===== config.mk =====
export PLATFORM = sky130hd
export DESIGN_NAME = coin_dispenser_rtl
export DESIGN_NICKNAME = d
export VERILOG_FILES = /design/src/rtl/coin_dispenser_rtl.sv
export SDC_FILE = /design/constraint.sdc
export NUM_CORES = 1
export LEC_CHECK = 0
export BUFFER_PORTS_ARGS = -buffer_cell sky130_fd_sc_hd__buf_4
export CORE_ASPECT_RATIO = 0.75
export CORE_MARGIN = 2
export CORE_UTILIZATION = 50
export DETAILED_ROUTE_END_ITERATION = 8
export PLACE_DENSITY = 0.8
export SLEW_MARGIN = 40
export SYNTH_ARGS = -nofsm -noshare
export SYNTH_HDL_FRONTEND = slang
export SYNTH_SLANG_ARGS = --single-unit

===== constraint.sdc =====
create_clock -name clk -period 6 [get_ports clk]
set_input_delay 0.6 -clock clk [delete_from_list [all_inputs] [get_ports clk]]
set_output_delay 0.6 -clock clk [all_outputs]
set_load 0.02 [all_outputs]

===== src/rtl/coin_dispenser_rtl.sv =====
// rtl/coin_dispenser_rtl.sv - greedy change dispenser emitting one coin per accepted handshake
//
// Purpose:
//   Accepts a change amount (unsigned cents) and pays it out as a stream of
//   coins, largest denomination first. One coin per cycle when the chute is
//   ready; the current coin holds while the chute stalls.
//
// Configuration macro:
//   COIN_DISPENSER_HALF_EN - when defined, the 50-cent coin joins the greedy
//                            order (50, 25, 10, 5, 1); otherwise 25, 10, 5, 1.
//
// Ports:
//   clk       in   1  clock, rising edge
//   rst_n     in   1  asynchronous active-low reset
//   req_data  in   8  amount to pay out (0..255 cents)
//   req_en    in   1  request valid (accepted when req_en && req_rdy)
//   req_rdy   out  1  block idle and able to take a request
//   cdata     out  8  denomination of the offered coin, 0 when no coin
//   c_en      out  1  coin valid (taken when c_en && c_rdy)
//   c_rdy     in   1  coin chute ready
//   busy      out  1  payout in progress
//   done      out  1  single-cycle pulse when a payout completes

module coin_dispenser_rtl (
  input  logic       clk,
  input  logic       rst_n,
  input  logic [7:0] req_data,
  input  logic       req_en,
  output logic       req_rdy,
  output logic [7:0] cdata,
  output logic       c_en,
  input  logic       c_rdy,
  output logic       busy,
  output logic       done
);

`ifdef COIN_DISPENSER_HALF_EN
  localparam logic HALF_EN = 1'b1;
`else
  localparam logic HALF_EN = 1'b0;
`endif

  typedef enum logic [1:0] {
    ST_IDLE     = 2'd0,
    ST_DISPENSE = 2'd1,
    ST_DONE     = 2'd2
  } state_e;

  state_e     state_q, state_d;
  logic [7:0] remaining_q, remaining_d;
  logic [7:0] coin_w;
  logic [7:0] rem_after_w;

  // Largest enabled denomination not exceeding the amount. Later tests win,
  // so the checks run smallest to largest.
  function automatic logic [7:0] pick_coin(input logic [7:0] amt);
    logic [7:0] coin;
    coin = 8'd0;
    if (amt >= 8'd1)  coin = 8'd1;
    if (amt >= 8'd5)  coin = 8'd5;
    if (amt >= 8'd10) coin = 8'd10;
    if (amt >= 8'd25) coin = 8'd25;
    if (HALF_EN && (amt >= 8'd50)) coin = 8'd50;
    return coin;
  endfunction

  // The coin is decoded from the remaining register, so it is stable for as
  // long as the chute stalls and never depends on any input this cycle.
  assign coin_w      = pick_coin(remaining_q);
  // Cannot underflow: pick_coin never returns more than its argument.
  assign rem_after_w = remaining_q - coin_w;

  always_ff @(posedge clk or negedge rst_n) begin
    if (!rst_n) begin
      state_q     <= ST_IDLE;
      remaining_q <= 8'd0;
    end else begin
      state_q     <= state_d;
      remaining_q <= remaining_d;
    end
  end

  always_comb begin
    state_d     = state_q;
    remaining_d = remaining_q;
    case (state_q)
      ST_IDLE: begin
        if (req_en) begin
          remaining_d = req_data;
          state_d     = (req_data == 8'd0) ? ST_DONE : ST_DISPENSE;
        end
      end
      ST_DISPENSE: begin
        // Requests arriving here are dropped: req_rdy is low.
        if (c_rdy) begin
          remaining_d = rem_after_w;
          if (rem_after_w == 8'd0) begin
            state_d = ST_DONE;
          end
        end
      end
      ST_DONE: begin
        state_d = ST_IDLE;
      end
      default: begin
        state_d     = ST_IDLE;
        remaining_d = 8'd0;
      end
    endcase
  end

  // Outputs decoded from state and registers only.
  assign req_rdy = (state_q == ST_IDLE);
  assign c_en    = (state_q == ST_DISPENSE);
  assign busy    = (state_q == ST_DISPENSE);
  assign done    = (state_q == ST_DONE);
  assign cdata   = (state_q == ST_DISPENSE) ? coin_w : 8'd0;

endmodule


# --- Word-level counts from Yosys, hierarchy flattened ---
# Cells that the tools add are included.
# W data, S select, Z words.
op_classes:
  div_mod_pow: 0
  magnitude_cmp: 4
  n_shift: 0
  add_sub_neg: 1
  n_reduce_logical: 5
  n_eq_ne: 5
  mux: 13
  bitwise_logic: 1
  multipliers: 0
op_table:
  columns: ["cell", "count"]
  rows:
  - ["$mux W8", 5]
  - ["$pmux W8 S3", 1]
  - ["$logic_not A8 Y1", 2]
  - ["$ge A8 B1 Y1 const B", 1]
  - ["$ge A8 B3 Y1 const B", 1]
  - ["$ge A8 B4 Y1 const B", 1]
  - ["$ge A8 B5 Y1 const B", 1]
  - ["$mux W2", 4]
  - ["$sub A8 B8 Y8", 1]
  - ["$reduce_and A3 Y1", 2]
  - ["$ne A2 B2 Y1 const B", 2]
  - ["$pmux W2 S2", 1]
  - ["$mux W3", 1]
  - ["$eq A2 B1 Y1 const B", 1]
  - ["$eq A2 B2 Y1 const B", 1]
  - ["$logic_not A2 Y1", 1]
  - ["$ne A2 B1 Y1 const B", 1]
  - ["$mux W1", 1]
  - ["$not A1 Y1", 1]
word_totals:
  reg_bits: 10
  latchBits: 0
  mem_bits_rw: 0
  rom_bits: 0
  wordCells: 31
  output_inout_bits: 12
  memories: 0

# --- Depth between registers and ports, before layout ---
# Gate-level depths: netlist of the first run.
logic_depth:
  word_depth: 10
  mapped_depth: 12
  depth_no_buf: 12

# --- Worst setup path after synthesis of the first run ---
# No wires, ideal clock.
synth_timing:
  kind: "reg2reg"
  from: "reg remaining_q[1]"
  to: "reg state_q[0]"
  required_ps: 5881
  period_less_slack_ps: 2415
  path_buffers: 0
  stages_incl_launch_ff: 13
  arrival_ps: 2296
  path_slack_ps: 3585
  cell_sequence: "dfrtp_1 -> nor3_1 -> maj3_1 -> o21ai_0 -> ha_1 -> inv_1 -> fa_1 -> nand3_1 -> nand2_1 -> xor2_1 -> nor2_1 -> nand4bb_1 -> o21a_1"
synth_via:
  elab_chain_cells: 9
  word_cells_on_any_way: 12
synth_rtl:
  columns: ["item", "line_no", "source"]
  rows:
  - ["from (decl)", "50", "logic [7:0] remaining_q, remaining_d;"]
  - ["from (signal assigned)", "79", "remaining_q <= remaining_d;"]
  - ["$ge A8 B1 Y1", "59", "if (amt >= 8'd1) coin = 8'd1;"]
  - ["$mux W1", "59", null]
  - ["$mux W3", "60", "if (amt >= 8'd5) coin = 8'd5;"]
  - ["$mux W8", "61", "if (amt >= 8'd10) coin = 8'd10;"]
  - ["$mux W8", "62", "if (amt >= 8'd25) coin = 8'd25;"]
  - ["$sub A8 B8 Y8 *", "71", "assign rem_after_w = remaining_q - coin_w;"]
  - ["$logic_not A8 Y1 *", "97", "if (rem_after_w == 8'd0) begin"]
  - ["$ne A2 B1 Y1 (no line) *", null, null]
  - ["$reduce_and A3 Y1 (no line) *", null, null]
  - ["to (signal assigned)", "78", "state_q <= state_d;"]
  - ["to (decl)", "49", "state_e state_q, state_d;"]
# Every way passes the cells marked *; elsewhere a longest branch is shown, timed or not.
# A chain may end at the register's enable or synchronous reset.

# --- Final worst setup path of the first run ---
# Ends and elaborated chain as after synthesis.

==> summary.txt, run 1 <==
Clocking
  – Clock sink total: 10
  – Setup bufs post-CTS: 0
  – Total CTS buffers: 3
  – Clk root buf: clkbuf_4
  – Later-pin clock latency in the skew report: around 0.27 ns
  – Hold buffer count at cts: 0
  – H-tree depth: 1
  – TritonCTS clock tree: done
  – Resized cells post-CTS: 0
  – Max Buffers Root-to-Sink: 2
  – Clock Pin Slew Worst Setup and Hold Paths: 0.06 ns

Critical path
  – Critical path arrival: about 3.1 ns
  – Worst EP required: 6.16 ns
  – Startpoint Class: flop
  – CP Cell Sequence: nor3_1 -> maj3_1 -> o21ai_0 -> ha_1 -> inv_1 -> fa_1 -> nand3_1 -> nand2_1 -> xor2_1 -> nor2_1 -> nand4bb_1 -> o21a_1
  – Slowest stage delay, CP: 0.51 ns
  – Worst path slowest cell: dfrtp_1
  – Crit path capture type: flop
  – Max FO, Critical Path: 8
  – Crit Path Class: flop to flop

Timing
  – Final hold violations: 0
  – Setup ws final: 3.08 ns
  – Final worst path period share: 0.487
  – Fin crit period: 2.92 ns
  – Max-slew headroom: 0.656
  – Clk_skew: 0.00566 ns
  – Setup violations, final: 0
  – Fmax: 0.343 GHz
  – Least-Margin Pin Slew: 0.516 ns
  – Setup TNS Final: 0 ns
  – RSZ-0062 raised after global routing: false
  – Slew Limit Fails: 0

Place
  – PortBufs: 20
  – Post-Place Setup Slack: between 3 and 4 ns
  – DP Wirelength: just under 2000 um
  – GPL Wtd Cong: roughly 0.96

Logic synthesis
  – Seq/Total Area, Yosys: 0.270
  – Yosys synthesis warning count: 0
  – Post-synth ARST share: 1.00
  – Compound-Gate Fraction of Synth Area: 0.197
  – Adder-cell area share of the yosys netlist: 0.0997
  – Avg Cell Area, Syn: around 7.6 um^2
  – Post-synthesis cell count: 122
  – Main combinational cell family by area after synthesis: simple AND/OR/NAND/NOR gates
  – Post-Syn Area: 928 um^2
  – Top FF cell, synth: dfrtp_1
  – Area leader, netlist: dfrtp_1
  – Flops & latches, synth: 10
  – Mux contribution to synthesized area: 0.0431
  – Post-synth EDFFs: 0
  – Synth unique cells: 36
  – Yosys top cell area share: 0.270
  – Synth top area cells: dfrtp_1 27%, ha_1 6.7%, nor2_1 6.1%
  – Simple-gate share of the synthesized area: 0.275
  – XOR/XNOR Fraction of Synth Area: 0.0283

GRT
  – Total gr overflow: 0
  – Number of global-route vias before repair: 760
  – Initial antenna violation count: 0
  – First-pass GRT wire length: 3780 um
  – GRT Overall Usage: 0.255
  – Largest net degree at the start of global routing: 14

Final layout
  – Layout cells sized above 1: 0.173
  – Ant diodes: 0
  – Total Nets Final: 159
  – P&R area growth vs syn: 16.4%

Routing
  – Vias/cell: 5.82
  – Iteration-0 DRC Markers: 43
  – Antenna viol nets, final: 0
  – Vias after detailed routing: 937
  – First-pass iteration count of the detailed router: 4
  – Post-Route WL: 2470 um
  – DRC: 0
  – Wire per inst: 15.3 um

Floorplanning
  – Die Area: 0.00222 mm^2
  – Starting Density: 0.533
  – I/O pins: 24
  – Die W: about 54 um
  – Core area: 0.00174 mm^2
  – Die Y: 41.3 um
  – Num rows: 13

Outcome
  – Status: finished, final reports clean

Power and ir drop
  – Worst vdd rail ir drop: 369 uV
  – PwrDens: 649 mW/mm^2
  – P_leak: 0.508 nW

Min path
  – Hold crit path type: input port to async pin

Flow run
  – Max_cap viols: 0
## layout by cell type, fill, tap and decap left out, types with 2 or more instances in the layout
cell type,synthesis,final
ha_1,5,5
nor3b_1,2,2
a21boi_0,2,2
inv_1,6,6
or3_1,3,3
o21a_1,2,2
nand3_1,3,3
a21oi_1,8,8
nand2b_1,2,2
o21ai_0,8,8
conb_1,1,3
nand2_1,11,11
buf_4,4,20
nor4_1,2,2
clkbuf_4,0,3
nor3_1,6,6
mux2i_1,4,4
o21ai_1,6,6
o31ai_1,3,3
xor2_1,2,2
nor2_1,15,15
dfrtp_1,10,10
and2_1,2,2
## worst max-delay path, delay by kind of cell (launching register included)
kind                       cells  cell delay (ns)
adders and majority gates      3             1.02
and+or+nand+nor                5             0.56
DFF                            1             0.51
AOI/OAI and AO/OA              2             0.50
xor gates and xnor gates       1             0.17
buffers and inverters          1             0.05
## cells by family (layout without fill, tap and decap cells)
| logic type | Yosys count | after routing |
|---|---|---|
| adder cells (fa/ha/maj) | 7 | 7 |
| AND/OR/NAND/NOR | 51 | 51 |
| AO/OA/AOI/OAI | 32 | 32 |
| XOR/XNOR | 3 | 3 |
| buffers and inverters | 14 | 29 |
| multiplexers | 4 | 4 |
| flip-flops | 10 | 10 |
| other | 1 | 3 |
## registers in the layout, summed over array words and instances, names as in the netlist
name         flops
remaining_q      8
state_q          2
## through the flow
stage / power, mW / hold WS, ns / std cells / area, um^2 / utilization
detailed placement: 0.650 / 0.442 / 158 / 1060 / 0.608
global route: 0.773 / 0.153 / 161 / 1080 / 0.621
CTS: 0.700 / 0.155 / 161 / 1080 / 0.621
finish: 0.701 / 0.155 / 161 / 1080 / 0.621
global placement: 0.628 / 0.433 / 158 / 1060 / 0.608
floorplan: 0.508 / 0.304 / 124 / 936 / -
## area by class of cell
type	count	area, um^2
Multi-Input combinational cell	100	608
Timing Repair Buffer	20	150
Clock buffer	3	22.5
Fill cell	161	659
Tap cell	22	27.5
Inverter	6	22.5
Sequential cell	10	250
## power by group
group	leakage (nW)	internal (mW)	switching [mW]
Sequential	0.120	0.0990	0.0564
Clock	0.0138	0.0232	0.0225
Combinational	0.374	0.212	0.288
Total	0.508	0.334	0.367
## synth_stat cells (all sizes together), types with 2 or more instances
cell type   n
a21oi       8
xor2        2
ha          5
mux2i       4
nand2      11
o21ai      14
nor2       16
inv         6
or3         3
nor4        2
nor3        6
nor3b       2
nand3       3
a21boi      2
nand2b      2
o21a        2
dfrtp      10
buf         7
and2        2
o31ai       3
## path summary, 6_finish.rpt
| path | from | endpoint | slack, ns | depth (start not counted) |
|---|---|---|---|---|
| setup / recovery | remaining_q[1] | state_q[0] | 3.08 | 12 |
| hold / removal | rst_n | remaining_q[7] | 0.15 | 1 |
| setup reg to reg | remaining_q[1] | state_q[0] | 3.08 | 12 |
| hold reg to reg | remaining_q[0] | remaining_q[0] | 0.58 | 2 |
| max in group asynchronous | rst_n | remaining_q[0] | 5.69 | 1 |
| min in group clk | remaining_q[0] | remaining_q[0] | 0.58 | 2 |
## metal layers
layer | wire length [um] | vias to the layer above | GRT usage
met4 | 25 | 0 | 0.0192
met1 | 1090 | 430 | 0.335
met5 | 0 | - | 0
li1 | - | 457 | -
met2 | 1170 | 42 | 0.436
met3 | 174 | 8 | 0.0750
(Power assumes the default switching activity.)
==> inputs of run 2 (changes only) <==
--- a/config.mk
+++ b/config.mk
@@ -8,9 +8,9 @@
 export BUFFER_PORTS_ARGS = -buffer_cell sky130_fd_sc_hd__buf_4
 export CORE_ASPECT_RATIO = 0.75
 export CORE_MARGIN = 2
-export CORE_UTILIZATION = 50
+export CORE_UTILIZATION = 47
 export DETAILED_ROUTE_END_ITERATION = 8
-export PLACE_DENSITY = 0.8
+export PLACE_DENSITY = 0.79
 export SLEW_MARGIN = 40
 export SYNTH_ARGS = -nofsm -noshare
 export SYNTH_HDL_FRONTEND = slang
==> constraint.sdc (replaced) <==
create_clock -name clk -period 2.6 [get_ports clk]
set_input_delay 0.26 -clock clk [delete_from_list [all_inputs] [get_ports clk]]
set_output_delay 0.26 -clock clk [all_outputs]
set_load 0.02 [all_outputs]
==> run 2 against run 1 <==
Clock-buffer cell count is 1 higher. Critical path depth is 2 lower. Clock skew is 0.0031 ns lower. Register-to-register slack worse by 3.1 ns. Setup slack worse by 3.1 ns. Cell count is 9.3% higher. Die area is 5.8% higher. Critical path type unchanged.
==> summary.txt, run 2 (synthesis gave the netlist of run 1 again) <==
Timing
  – Max-slew headroom: 0.654 (was 0.656)
  – Slew Limit Fails: 0 (unchanged)
  – Final hold violations: 0 (unchanged)
  – Clk_skew: 0.00252 ns (was 0.00566 ns)
  – Least-Margin Pin Slew: 0.519 ns (was 0.516 ns)
  – Final worst path period share: 0.994 (was 0.487)
  – Fin crit period: 2.59 ns (was 2.92 ns)
  – Setup violations, final: 0 (unchanged)
  – Fmax: 0.387 GHz (was 0.343 GHz)

Final layout
  – Biggest register: remaining_q (unchanged)
  – Top flop regs: remaining_q: 8 flops, state_q: 2 flops (unchanged)
  – Ant diodes: 0 (unchanged)
  – Total Nets Final: 173 (was 159)
  – Design Area, Final: 0.00130 mm^2 (was 0.00108 mm^2)
  – Layout cells sized above 1: 0.390 (was 0.173)
  – Commonest non-fill, non-tap cell in the layout: buf_4 (unchanged)
  – Fin util: 0.729 (was 0.621)
  – Max reg flops: 8 (unchanged)
  – P&R area growth vs syn: 40.4% (was 16.4%)
  – Most frequent cells in the layout: 33 x buf_4, 14 x nor2_1, 10 x nand2_1 (was 20 x buf_4, 15 x nor2_1, 11 x nand2_1)

Routing
  – Post-Route WL: 2960 um (was 2470 um)
  – Vias/cell: 5.97 (was 5.82)
  – Antenna viol nets, final: 0 (unchanged)
  – DRC: 0 (unchanged)
  – Iteration-0 DRC Markers: 97 (was 43)
  – Wire per inst: 16.8 um (was 15.3 um)
  – First-pass iteration count of the detailed router: 5 (was 4)
  – Vias after detailed routing: 1,050 (was 937)

Min path
  – Cell count of the worst hold path: 3
  – Worst hold start: req_data[4]
  – Hold crit path type: input port to flop (was input port to async pin)
  – Worst Hold End: remaining_q[4]

Floorplanning
  – Core area: 0.00179 mm^2 (was 0.00174 mm^2)
  – Die Y: 42.5 um (was 41.3 um)
  – Die W: 55.3 um (was 53.8 um)
  – Starting Density: 0.519 (was 0.533)
  – I/O pins: 24 (unchanged)
  – Die Area: 0.00235 mm^2 (was 0.00222 mm^2)
  – Num rows: 13 (unchanged)

Critical path
  – Reg-to-reg setup timing slack: 0.01 ns (was 3.08 ns)
  – Reg2reg path depth: 10 (was 12)
  – Startpoint Class: flop (unchanged)
  – Worst R2R Start: remaining_q[6] (was remaining_q[1])
  – Critical path arrival: 2.75 ns (was 3.08 ns)
  – Crit path capture type: flop (unchanged)
  – Reg2reg end: state_q[0] (unchanged)
  – Crit Path Class: flop to flop (unchanged)
  – Worst EP required: 2.77 ns (was 6.16 ns)
  – Max FO, Critical Path: 3 (was 8)
  – Worst setup path start: remaining_q[6] (was remaining_q[1])

Clocking
  – Max Buffers Root-to-Sink: 2 (unchanged)
  – Later-pin clock latency in the skew report: 0.27 ns (about the same)
  – Clk root buf: clkbuf_4 (unchanged)
  – Total CTS buffers: 3 (unchanged)
  – Clock Pin Slew Worst Setup and Hold Paths: 0.08 ns (was 0.06 ns)
  – TritonCTS clock tree: done (unchanged)
  – H-tree depth: 1 (unchanged)
  – Clock sink total: 10 (unchanged)

GRT
  – Largest net degree at the start of global routing: 14 (unchanged)
  – Number of global-route vias before repair: 929 (was 760)
  – GRT Overall Usage: 0.235 (was 0.255)
  – Initial antenna violation count: 0 (unchanged)
  – First-pass GRT wire length: 4290 um (was 3780 um)
  – Total gr overflow: 0 (unchanged)

Flow run
  – Max_cap viols: 0 (unchanged)

Outcome
  – Status: finished, final reports clean (unchanged)

Power and ir drop
  – P_leak: 0.605 nW (was 0.508 nW)
  – PwrDens: 1640 mW/mm^2 (was 649 mW/mm^2)
  – Worst vdd rail ir drop: 1250 uV (was 369 uV)
  – Pwr Total: 2.13 mW (was 0.701 mW)

Place
  – DP Wirelength: 2000 um (was 1990 um)
  – GPL Wtd Cong: 0.881 (was 0.959)
  – Post-Place Cell Area: 0.00113 mm^2 (was 0.00106 mm^2)
  – PortBufs: 20 (unchanged)
==> run 2: how the worst max path moves through the flow <==
stage,to,slack [ns]
floorplan,state_q[0],0.19
global placement,state_q[0],0.05
detailed placement,state_q[0],-0.06
CTS,state_q[1],0.003
global route,state_q[0],-0.1
finish,state_q[0],0.01
==> run 2: area by class of cell <==
cell class	instances	area, um^2
multi-input combinational	100	708
fill	125	485
timing repair buffer	34	258
sequential	10	251
clock buffer	4	36.3
tap	22	27.5
inverter	6	22.5
==> run 2: routing by layer <==
metal	up-vias	track usage	wire, um
met2	75	0.386	1390
met1	484	0.313	1140
li1	483	-	-
met4	0	0.0537	55
met5	-	0	0
met3	8	0.0586	379
==> run 2: timing repair <==
item                       4_1_cts  5_1_grt
setup buffers                    2        2
hold buffers                     1        0
resized for setup                2       26
hold endpoints to repair        10        0
setup endpoints to repair        3        6
pin swaps                        0       10
==> run 2: through the flow <==
step | instances | hold slack, ns | setup TNS, ns | setup WS, ns
floorplan | 124 | -0.0356 | 0 | 0.185
global placement | 167 | 0.0949 | 0 | 0.0534
detailed placement | 167 | 0.0990 | -0.0732 | -0.0564
CTS | 174 | 0.282 | 0 | 0.00264
global route | 176 | 0.293 | -0.164 | -0.0992
finish | 176 | 0.288 | 0 | 0.0146
==> run 2: critical path: stages, from the launching register on <==
cell and delay (ns):
dfrtp_1 0.41, or3_4 0.41, or3_4 0.40, ha_4 0.30, buf_4 0.14, nor2_1 0.05, a21oi_1 0.18, xor2_1 0.13
nor2_1 0.12, nand4bb_1 0.13, o21a_1 0.21
==> run 2: where the power goes <==
group | leakage [nW] | switching (mW) | internal, mW
Clock | 0.0210 | 0.0644 | 0.0852
Sequential | 0.119 | 0.0789 | 0.230
Combinational | 0.465 | 0.909 | 0.766
